$ cat src/rtl/icache_direct_if.sv
// Memory-controller port of the instruction cache: single-word read request and the shared response bus.
interface icache_direct_if;
    logic [31:0] mem_addr_out;
    logic [31:0] mem_data_out;
    logic        mem_r_nw_out;
    logic [2:0]  mem_type_out;
    logic        mem_activate_out;
    logic [31:0] mem_data_in;
    logic        mem_avail_in;
    logic [1:0]  mem_src_in;
    logic        icache_block_in;

    modport master (
        output mem_addr_out, mem_data_out, mem_r_nw_out, mem_type_out, mem_activate_out,
        input  mem_data_in, mem_avail_in, mem_src_in, icache_block_in
    );

    modport slave (
        input  mem_addr_out, mem_data_out, mem_r_nw_out, mem_type_out, mem_activate_out,
        output mem_data_in, mem_avail_in, mem_src_in, icache_block_in
    );
endinterface

$ cat src/rtl/icache_direct.sv
// Direct-mapped, one-word-per-line instruction cache; misses are filled by one word read from the controller.
// Defining ICACHE_PERF_EN adds the hit_cnt_out/miss_cnt_out performance counters.
module icache_direct #(
    parameter int INDEX_W = 6
) (
    input  logic        clk_in,
    input  logic        rst_n_in,
    input  logic        rdy_in,
    input  logic        flush_in,
    input  logic        fetch_req_in,
    input  logic [31:0] pc_in,
    output logic        fetch_ready_out,
    output logic        inst_valid_out,
    output logic [31:0] inst_out,
`ifdef ICACHE_PERF_EN
    output logic [31:0] hit_cnt_out,
    output logic [31:0] miss_cnt_out,
`endif
    icache_direct_if.master mem
);
    localparam int LINES = 1 << INDEX_W;
    localparam int TAG_W = 30 - INDEX_W;

    typedef enum logic [1:0] {ST_IDLE, ST_ISSUE, ST_WAIT, ST_DRAIN} state_t;

    state_t             state_q, state_d;
    logic [29:0]        pc_q;
    logic [LINES-1:0]   line_valid;
    logic [TAG_W-1:0]   line_tag  [LINES];
    logic [31:0]        line_data [LINES];
    logic               inst_valid_q;
    logic [31:0]        inst_q;

    logic [INDEX_W-1:0] req_idx, fill_idx;
    logic [TAG_W-1:0]   req_tag, fill_tag;
    logic               req_hit, issue_fire, resp_mine;
    logic               hit_accept, miss_accept, fill_en, deliver;
    logic               pc_unused;

    assign req_idx    = pc_in[INDEX_W+1:2];
    assign req_tag    = pc_in[31:INDEX_W+2];
    assign fill_idx   = pc_q[INDEX_W-1:0];
    assign fill_tag   = pc_q[29:INDEX_W];
    assign pc_unused  = ^pc_in[1:0];
    assign req_hit    = line_valid[req_idx] && (line_tag[req_idx] == req_tag);
    assign resp_mine  = mem.mem_avail_in && (mem.mem_src_in == 2'b10);
    assign issue_fire = (state_q == ST_ISSUE) && !mem.icache_block_in;

    assign fetch_ready_out      = (state_q == ST_IDLE);
    assign inst_valid_out       = inst_valid_q;
    assign inst_out             = inst_q;
    assign mem.mem_addr_out     = {pc_q, 2'b00};
    assign mem.mem_data_out     = 32'h0;
    assign mem.mem_r_nw_out     = 1'b1;
    assign mem.mem_type_out     = 3'b000;
    assign mem.mem_activate_out = issue_fire;

    // A flush during WAIT or an accepted issue leaves a read in flight, so DRAIN still absorbs and fills it.
    always_comb begin
        state_d     = state_q;
        hit_accept  = 1'b0;
        miss_accept = 1'b0;
        fill_en     = 1'b0;
        deliver     = 1'b0;
        case (state_q)
            ST_IDLE: begin
                if (fetch_req_in && !flush_in) begin
                    if (req_hit) begin
                        hit_accept = 1'b1;
                    end else begin
                        miss_accept = 1'b1;
                        state_d     = ST_ISSUE;
                    end
                end
            end
            ST_ISSUE: begin
                if (flush_in) begin
                    state_d = issue_fire ? ST_DRAIN : ST_IDLE;
                end else if (issue_fire) begin
                    state_d = ST_WAIT;
                end
            end
            ST_WAIT: begin
                if (resp_mine) begin
                    fill_en = 1'b1;
                    deliver = !flush_in;
                    state_d = ST_IDLE;
                end else if (flush_in) begin
                    state_d = ST_DRAIN;
                end
            end
            ST_DRAIN: begin
                if (resp_mine) begin
                    fill_en = 1'b1;
                    state_d = ST_IDLE;
                end
            end
            default: state_d = ST_IDLE;
        endcase
    end

    always_ff @(posedge clk_in or negedge rst_n_in) begin
        if (!rst_n_in) begin
            state_q      <= ST_IDLE;
            pc_q         <= '0;
            line_valid   <= '0;
            inst_valid_q <= 1'b0;
            inst_q       <= '0;
        end else if (rdy_in) begin
            state_q      <= state_d;
            inst_valid_q <= hit_accept || deliver;
            if (hit_accept) begin
                inst_q <= line_data[req_idx];
            end else if (deliver) begin
                inst_q <= mem.mem_data_in;
            end
            if (miss_accept) begin
                pc_q <= pc_in[31:2];
            end
            if (fill_en) begin
                line_valid[fill_idx] <= 1'b1;
            end
        end
    end

    // Tag and data storage need no reset; the valid bits alone decide whether a line is usable.
    always_ff @(posedge clk_in) begin
        if (rdy_in && fill_en) begin
            line_tag[fill_idx]  <= fill_tag;
            line_data[fill_idx] <= mem.mem_data_in;
        end
    end

`ifdef ICACHE_PERF_EN
    always_ff @(posedge clk_in or negedge rst_n_in) begin
        if (!rst_n_in) begin
            hit_cnt_out  <= '0;
            miss_cnt_out <= '0;
        end else if (rdy_in) begin
            if (hit_accept) begin
                hit_cnt_out <= hit_cnt_out + 32'd1;
            end
            if (miss_accept) begin
                miss_cnt_out <= miss_cnt_out + 32'd1;
            end
        end
    end
`endif
endmodule

$ cat src/flat_wrapper.sv
// flat-port wrapper written by rule: the top's interface ports become plain ports
module icache_direct_flat 
#(
    parameter int INDEX_W = 6
)
  (clk_in, rst_n_in, rdy_in, flush_in, fetch_req_in, pc_in, fetch_ready_out, inst_valid_out, inst_out, mem_mem_addr_out, mem_mem_data_out, mem_mem_r_nw_out, mem_mem_type_out, mem_mem_activate_out, mem_mem_data_in, mem_mem_avail_in, mem_mem_src_in, mem_icache_block_in);
  icache_direct_if mem_i ();
  input  logic clk_in;
  input  logic rst_n_in;
  input  logic rdy_in;
  input  logic flush_in;
  input  logic fetch_req_in;
  input  logic [31:0] pc_in;
  output logic fetch_ready_out;
  output logic inst_valid_out;
  output logic [31:0] inst_out;
  output wire logic [$bits(mem_i.mem_addr_out)-1:0] mem_mem_addr_out;
  output wire logic [$bits(mem_i.mem_data_out)-1:0] mem_mem_data_out;
  output wire logic [$bits(mem_i.mem_r_nw_out)-1:0] mem_mem_r_nw_out;
  output wire logic [$bits(mem_i.mem_type_out)-1:0] mem_mem_type_out;
  output wire logic [$bits(mem_i.mem_activate_out)-1:0] mem_mem_activate_out;
  input wire logic [$bits(mem_i.mem_data_in)-1:0] mem_mem_data_in;
  input wire logic [$bits(mem_i.mem_avail_in)-1:0] mem_mem_avail_in;
  input wire logic [$bits(mem_i.mem_src_in)-1:0] mem_mem_src_in;
  input wire logic [$bits(mem_i.icache_block_in)-1:0] mem_icache_block_in;
  assign mem_mem_addr_out = mem_i.mem_addr_out;
  assign mem_mem_data_out = mem_i.mem_data_out;
  assign mem_mem_r_nw_out = mem_i.mem_r_nw_out;
  assign mem_mem_type_out = mem_i.mem_type_out;
  assign mem_mem_activate_out = mem_i.mem_activate_out;
  assign mem_i.mem_data_in = mem_mem_data_in;
  assign mem_i.mem_avail_in = mem_mem_avail_in;
  assign mem_i.mem_src_in = mem_mem_src_in;
  assign mem_i.icache_block_in = mem_icache_block_in;
  icache_direct #(.INDEX_W(INDEX_W)) u_core (.clk_in(clk_in), .rst_n_in(rst_n_in), .rdy_in(rdy_in), .flush_in(flush_in), .fetch_req_in(fetch_req_in), .pc_in(pc_in), .fetch_ready_out(fetch_ready_out), .inst_valid_out(inst_valid_out), .inst_out(inst_out), .mem(mem_i));
endmodule
$ cat config.mk
export PLATFORM = sky130hd
export DESIGN_NAME = icache_direct_flat
export DESIGN_NICKNAME = d
export VERILOG_FILES = /design/src/rtl/icache_direct_if.sv /design/src/rtl/icache_direct.sv /design/src/flat_wrapper.sv
export SDC_FILE = /design/constraint.sdc
export NUM_CORES = 2
export LEC_CHECK = 0
export BUFFER_PORTS_ARGS = -buffer_cell sky130_fd_sc_hd__buf_4
export CAP_MARGIN = 20
export CORE_ASPECT_RATIO = 0.7
export CORE_MARGIN = 4
export CORE_UTILIZATION = 45
export DETAILED_ROUTE_END_ITERATION = 6
export SLEW_MARGIN = 20
export SYNTH_ARGS = -nofsm -noshare
export SYNTH_HDL_FRONTEND = slang
export SYNTH_SLANG_ARGS = --single-unit
$ cat constraint.sdc
create_clock -name clk_in -period 6.4 [get_ports clk_in]
set_input_delay 0.32 -clock clk_in [delete_from_list [all_inputs] [get_ports clk_in]]
set_output_delay 0.32 -clock clk_in [all_outputs]
set_load 0.05 [all_outputs]
==> impl_summary.log <==
INFO  metric place_hpwl = 237,000 um
INFO  metric multiInputGateArea = 0.0313 mm^2
INFO  metric standard_cell_row_count = 173
INFO  metric final.min_clock_period = 4.75 ns
INFO  metric finalSetupTns = 0 ns
INFO  metric worstSetupStartpointType = flip-flop
INFO  metric via_count_of_the_first_global_routing_pass = 70,500
INFO  metric detail_route.drc_violations = 0
INFO  metric nets = 7,021
INFO  metric synth.mux.area_fraction = 17.4%
INFO  metric tritoncts = built
INFO  metric groute.usage.overall = 26.2%
INFO  metric outcome = complete, no violations
INFO  metric numCtsBuffers = 355
INFO  metric report.final.slew_viol_count = 0
INFO  metric ios = 176
INFO  metric comb_power_share = 7.6%
INFO  metric max_clock_freq = 211 MHz
INFO  metric synth_warnings = 0
INFO  metric syn-instance-count = 6,459
INFO  metric post_route_cells_drive_above_1_share = 28.1%
INFO  metric hold_viol_final = 0
INFO  metric crit_chain = mux4_1, mux4_2, nor2_1, nor3_1, a21oi_1, xnor2_1, nor4_2, nand4_1, nor4_4, buf_12, mux2_2, nor2_1
INFO  metric post_dr_wirelength_cell = 38.1 um
INFO  metric sw_frac_of_total = 23.6%
INFO  metric power_density = 331 mW/mm^2
INFO  metric worst_setup_slack_for_register_to_register_paths = 1.65 ns
INFO  metric postSynth.topFlopCell = sky130_fd_sc_hd__edfxtp_1
INFO  metric final.period_utilization = 74.2%
INFO  metric antenna_found_initial = 35
INFO  metric edff_count_synth = 3,584
INFO  metric power.ir.vdd_worst = 0.244 mV
INFO  metric mostFrequentLayoutCell = sky130_fd_sc_hd__edfxtp_1
INFO  metric weighted_congestion_at_the_end_of_routability_driven_global_placement = 0.831
INFO  metric synthesized_area_fraction_occupied_by_adder_cells = 0%
INFO  metric max-slew-margin-rel = 20.7%
INFO  metric synthesized_area_fraction_occupied_by_xor_and_xnor_cells = 0.128%
INFO  metric port-buffer-count = 135
INFO  metric grt_setup_unrepaired = false
INFO  metric die_x = 683 um
INFO  metric cp-endpoint = u_core.inst_out[1]
INFO  metric synth_simple_gate_area_share = 2.10%
INFO  metric fp.coreArea = 0.318 mm^2
INFO  metric synth.ff_latch_count = 3,713
INFO  metric worstPathMaxFanout = 34
INFO  metric slowest_stage = sky130_fd_sc_hd__nor4_4
INFO  metric place_area = 0.151 mm^2
INFO  metric synthArstFlopShare = 3.47%
INFO  metric post_syn_area_per_cell = 22.2 um^2
INFO  metric totalWireLength = 436,000 um
INFO  metric clock-root-buffer = sky130_fd_sc_hd__clkbuf_16
INFO  metric layout_common_cells = 3,584 x sky130_fd_sc_hd__edfxtp_1, 877 x sky130_fd_sc_hd__mux4_2, 407 x sky130_fd_sc_hd__mux2i_1
INFO  metric worst_r2r_startpoint = u_core.line_tag[40][18]
INFO  metric startpoint = u_core.line_tag[40][18]
INFO  metric net-switching-power = 12.7 mW
INFO  metric first_pass_grt_wire_length = 597,000 um
INFO  metric post_synth_instance_area = 0.144 mm^2
INFO  metric seq_area_frac_synth = 77.2%
INFO  metric synth_cell_types = 77
INFO  metric dr.pass1.iters = 5
INFO  metric cp_common_cell = sky130_fd_sc_hd__nor2_1
INFO  metric intPower = 41.3 mW
INFO  metric first_iter_violations = 12,200
INFO  metric clk_transition_reported_paths = 0.06 ns
INFO  metric finalSetupViolations = 0
INFO  metric leakage = 52.7 nW
INFO  metric fin_worst_skew = 0.0805 ns
INFO  metric fill_cells = 24,500
INFO  metric initial_core_util = 45.2%
INFO  metric synth_top_family_by_area = multiplexers
INFO  metric ctsResizeCount = 0
INFO  metric die_area = 0.328 mm^2
INFO  metric via_per_instance_ratio = 6.46
INFO  metric clkPwrFrac = 38.3%
INFO  metric worst_pin_slew = 1.19 ns
INFO  metric maxCapViolCount = 0
INFO  metric insertion_delay = 0.92 ns
INFO  metric route.vias.total = 73,900
INFO  metric ctsLongestPathBuffers = 4
INFO  metric cp.arrival = 5.58 ns
INFO  metric timing.setup.critical_path_class = reg -> reg
INFO  metric grt_start_max_net_pins = 120
INFO  metric clock_sinks = 3,713
INFO  metric hp-class = in -> async
INFO  metric die_h = 481 um
INFO  metric crit_required = 7.23 ns
INFO  metric seq_area = 0.111 mm^2
INFO  metric worst_r2r_endpoint = u_core.inst_out[1]
INFO  metric gr-total-overflow = 0
INFO  metric synthToLayoutAreaGrowth = 13.7%
INFO  metric synth_compound_gate_area_share = 1.72%
INFO  metric seq_power_share = 54.1%
INFO  metric critical-path-max-stage-delay = 0.55 ns
INFO  metric crit_path_end_kind = flip-flop
INFO  metric r2r.worst_path.cells = 12
INFO  metric ant_nets = 0
INFO  metric cts_htree_levels = 5
INFO  metric post-route-cell-area = 0.163 mm^2
[routing by layer]
| layer | track usage (%) | wire length [um] | vias up |
|---|---|---|---|
| met2 | 38.4 | 193000 | 4799 |
| met3 | 5.10 | 49000 | 678 |
| li1 | - | - | 28100 |
| met5 | 0 | 41 | - |
| met1 | 40.5 | 182000 | 40300 |
| met4 | 6.93 | 12400 | 6 |
[stage by stage]
stage | instances | worst slack [ns] | hold slack, ns | total power [mW] | util, %
3_3_place_gp | 10700 | 0.889 | 0.400 | 33.7 | 47.7
5_1_grt | 11400 | 1.59 | 0.111 | 55.7 | 51.4
2_1_floorplan | 6495 | 2.02 | 0.0244 | 31.8 | -
4_1_cts | 11400 | 1.74 | 0.0469 | 54.4 | 51.4
3_5_place_dp | 10700 | 0.918 | 0.415 | 33.9 | 47.7
6_report | 11400 | 1.65 | 0.0585 | 54.1 | 51.4
[kinds of logic (layout without fill, tap and decap cells)]
kind of cell	count (synthesis)	after routing
simple gates	614	614
xor+xnor	21	21
buf+inv	393	1133
compound gates	349	349
flops	3713	3713
mux	1367	1367
other cells	2	43
[flip-flops by register name, indices dropped and copies added (netlist names)]
signal and flops:
u_core.line_valid 64, u_core.line_data 2048, u_core.pc_q 30, u_core.inst_valid_out 1, u_core.inst_out 32, u_core.line_tag 1536
u_core.state_q 2
[repair_timing]
action | 4_1_cts | 5_1_grt
hold buffers | 61 | 0
hold endpoints to repair | 2060 | 0
buffers inserted | 0 | 0
[critical path: cells and delay by family, from the launching register on]
| kind | cells | cell delay (ns) |
|---|---|---|
| flops | 1 | 0.37 |
| mux | 3 | 1.38 |
| buf+inv | 1 | 0.38 |
| simple gates | 6 | 1.77 |
| xor+xnor | 1 | 0.18 |
| compound gates | 1 | 0.52 |
[cell type report]
| cell class | instances | share of cell area (%) |
|---|---|---|
| Clock buffer | 453 | 5.80 |
| Multi-Input combinational cell | 2389 | 19.2 |
| Antenna cell | 5 | 0.00766 |
| Tap cell | 4200 | 3.22 |
| Sequential cell | 3713 | 67.9 |
| Clock inverter | 191 | 1.09 |
| Inverter | 6 | 0.0169 |
| Timing Repair Buffer | 483 | 2.77 |
[power groups by stage]
| stage | clock network, mW | registers (mW) | logic [mW] |
|---|---|---|---|
| after CTS | 21.0 | 29.2 | 4.14 |
| after floorplan | 0 | 30.1 | 1.74 |
| final | 20.7 | 29.2 | 4.13 |
| after detailed placement | 0 | 29.8 | 4.09 |
| after global routing | 22.0 | 29.3 | 4.35 |
| after global placement | 0 | 29.7 | 3.99 |
[Yosys cell counts, types with 8 or more instances]
master / count / area share (%)
sky130_fd_sc_hd__or2_2: 69 / 0.30
sky130_fd_sc_hd__buf_4: 78 / 0.41
sky130_fd_sc_hd__nand4_1: 21 / 0.091
sky130_fd_sc_hd__nand2_1: 156 / 0.41
sky130_fd_sc_hd__xnor2_1: 11 / 0.067
sky130_fd_sc_hd__clkbuf_1: 122 / 0.32
sky130_fd_sc_hd__mux4_2: 877 / 14
sky130_fd_sc_hd__xor2_1: 10 / 0.061
sky130_fd_sc_hd__dfrtp_1: 129 / 2.2
sky130_fd_sc_hd__mux2i_1: 407 / 2.8
sky130_fd_sc_hd__nor3_1: 15 / 0.052
sky130_fd_sc_hd__a31oi_1: 22 / 0.096
sky130_fd_sc_hd__nor2b_1: 49 / 0.21
sky130_fd_sc_hd__buf_1: 51 / 0.13
sky130_fd_sc_hd__nor2_1: 155 / 0.41
sky130_fd_sc_hd__buf_2: 110 / 0.38
sky130_fd_sc_hd__o22ai_1: 37 / 0.16
sky130_fd_sc_hd__mux2_2: 45 / 0.35
sky130_fd_sc_hd__buf_6: 18 / 0.14
sky130_fd_sc_hd__a22o_1: 9 / 0.055
sky130_fd_sc_hd__edfxtp_1: 3584 / 75
sky130_fd_sc_hd__a221oi_1: 16 / 0.098
sky130_fd_sc_hd__a21oi_1: 30 / 0.10
sky130_fd_sc_hd__nand3_1: 92 / 0.32
sky130_fd_sc_hd__a211oi_1: 8 / 0.042
sky130_fd_sc_hd__a22oi_1: 146 / 0.76
sky130_fd_sc_hd__mux2_4: 29 / 0.30
sky130_fd_sc_hd__o21ai_0: 38 / 0.13
[worst min-delay path by stage]
| stage | end | slack, ns | depth (start not counted) |
|---|---|---|---|
| 2_1_floorplan | u_core.inst_out[0] | 0.02 | 0 |
| 3_3_place_gp | u_core.pc_q[19] | 0.40 | 1 |
| 3_5_place_dp | u_core.pc_q[24] | 0.41 | 1 |
| 4_1_cts | u_core.pc_q[21] | 0.05 | 2 |
| 5_1_grt | u_core.pc_q[21] | 0.11 | 2 |
| 6_report | u_core.pc_q[24] | 0.06 | 2 |
(Power assumes the default switching activity.)
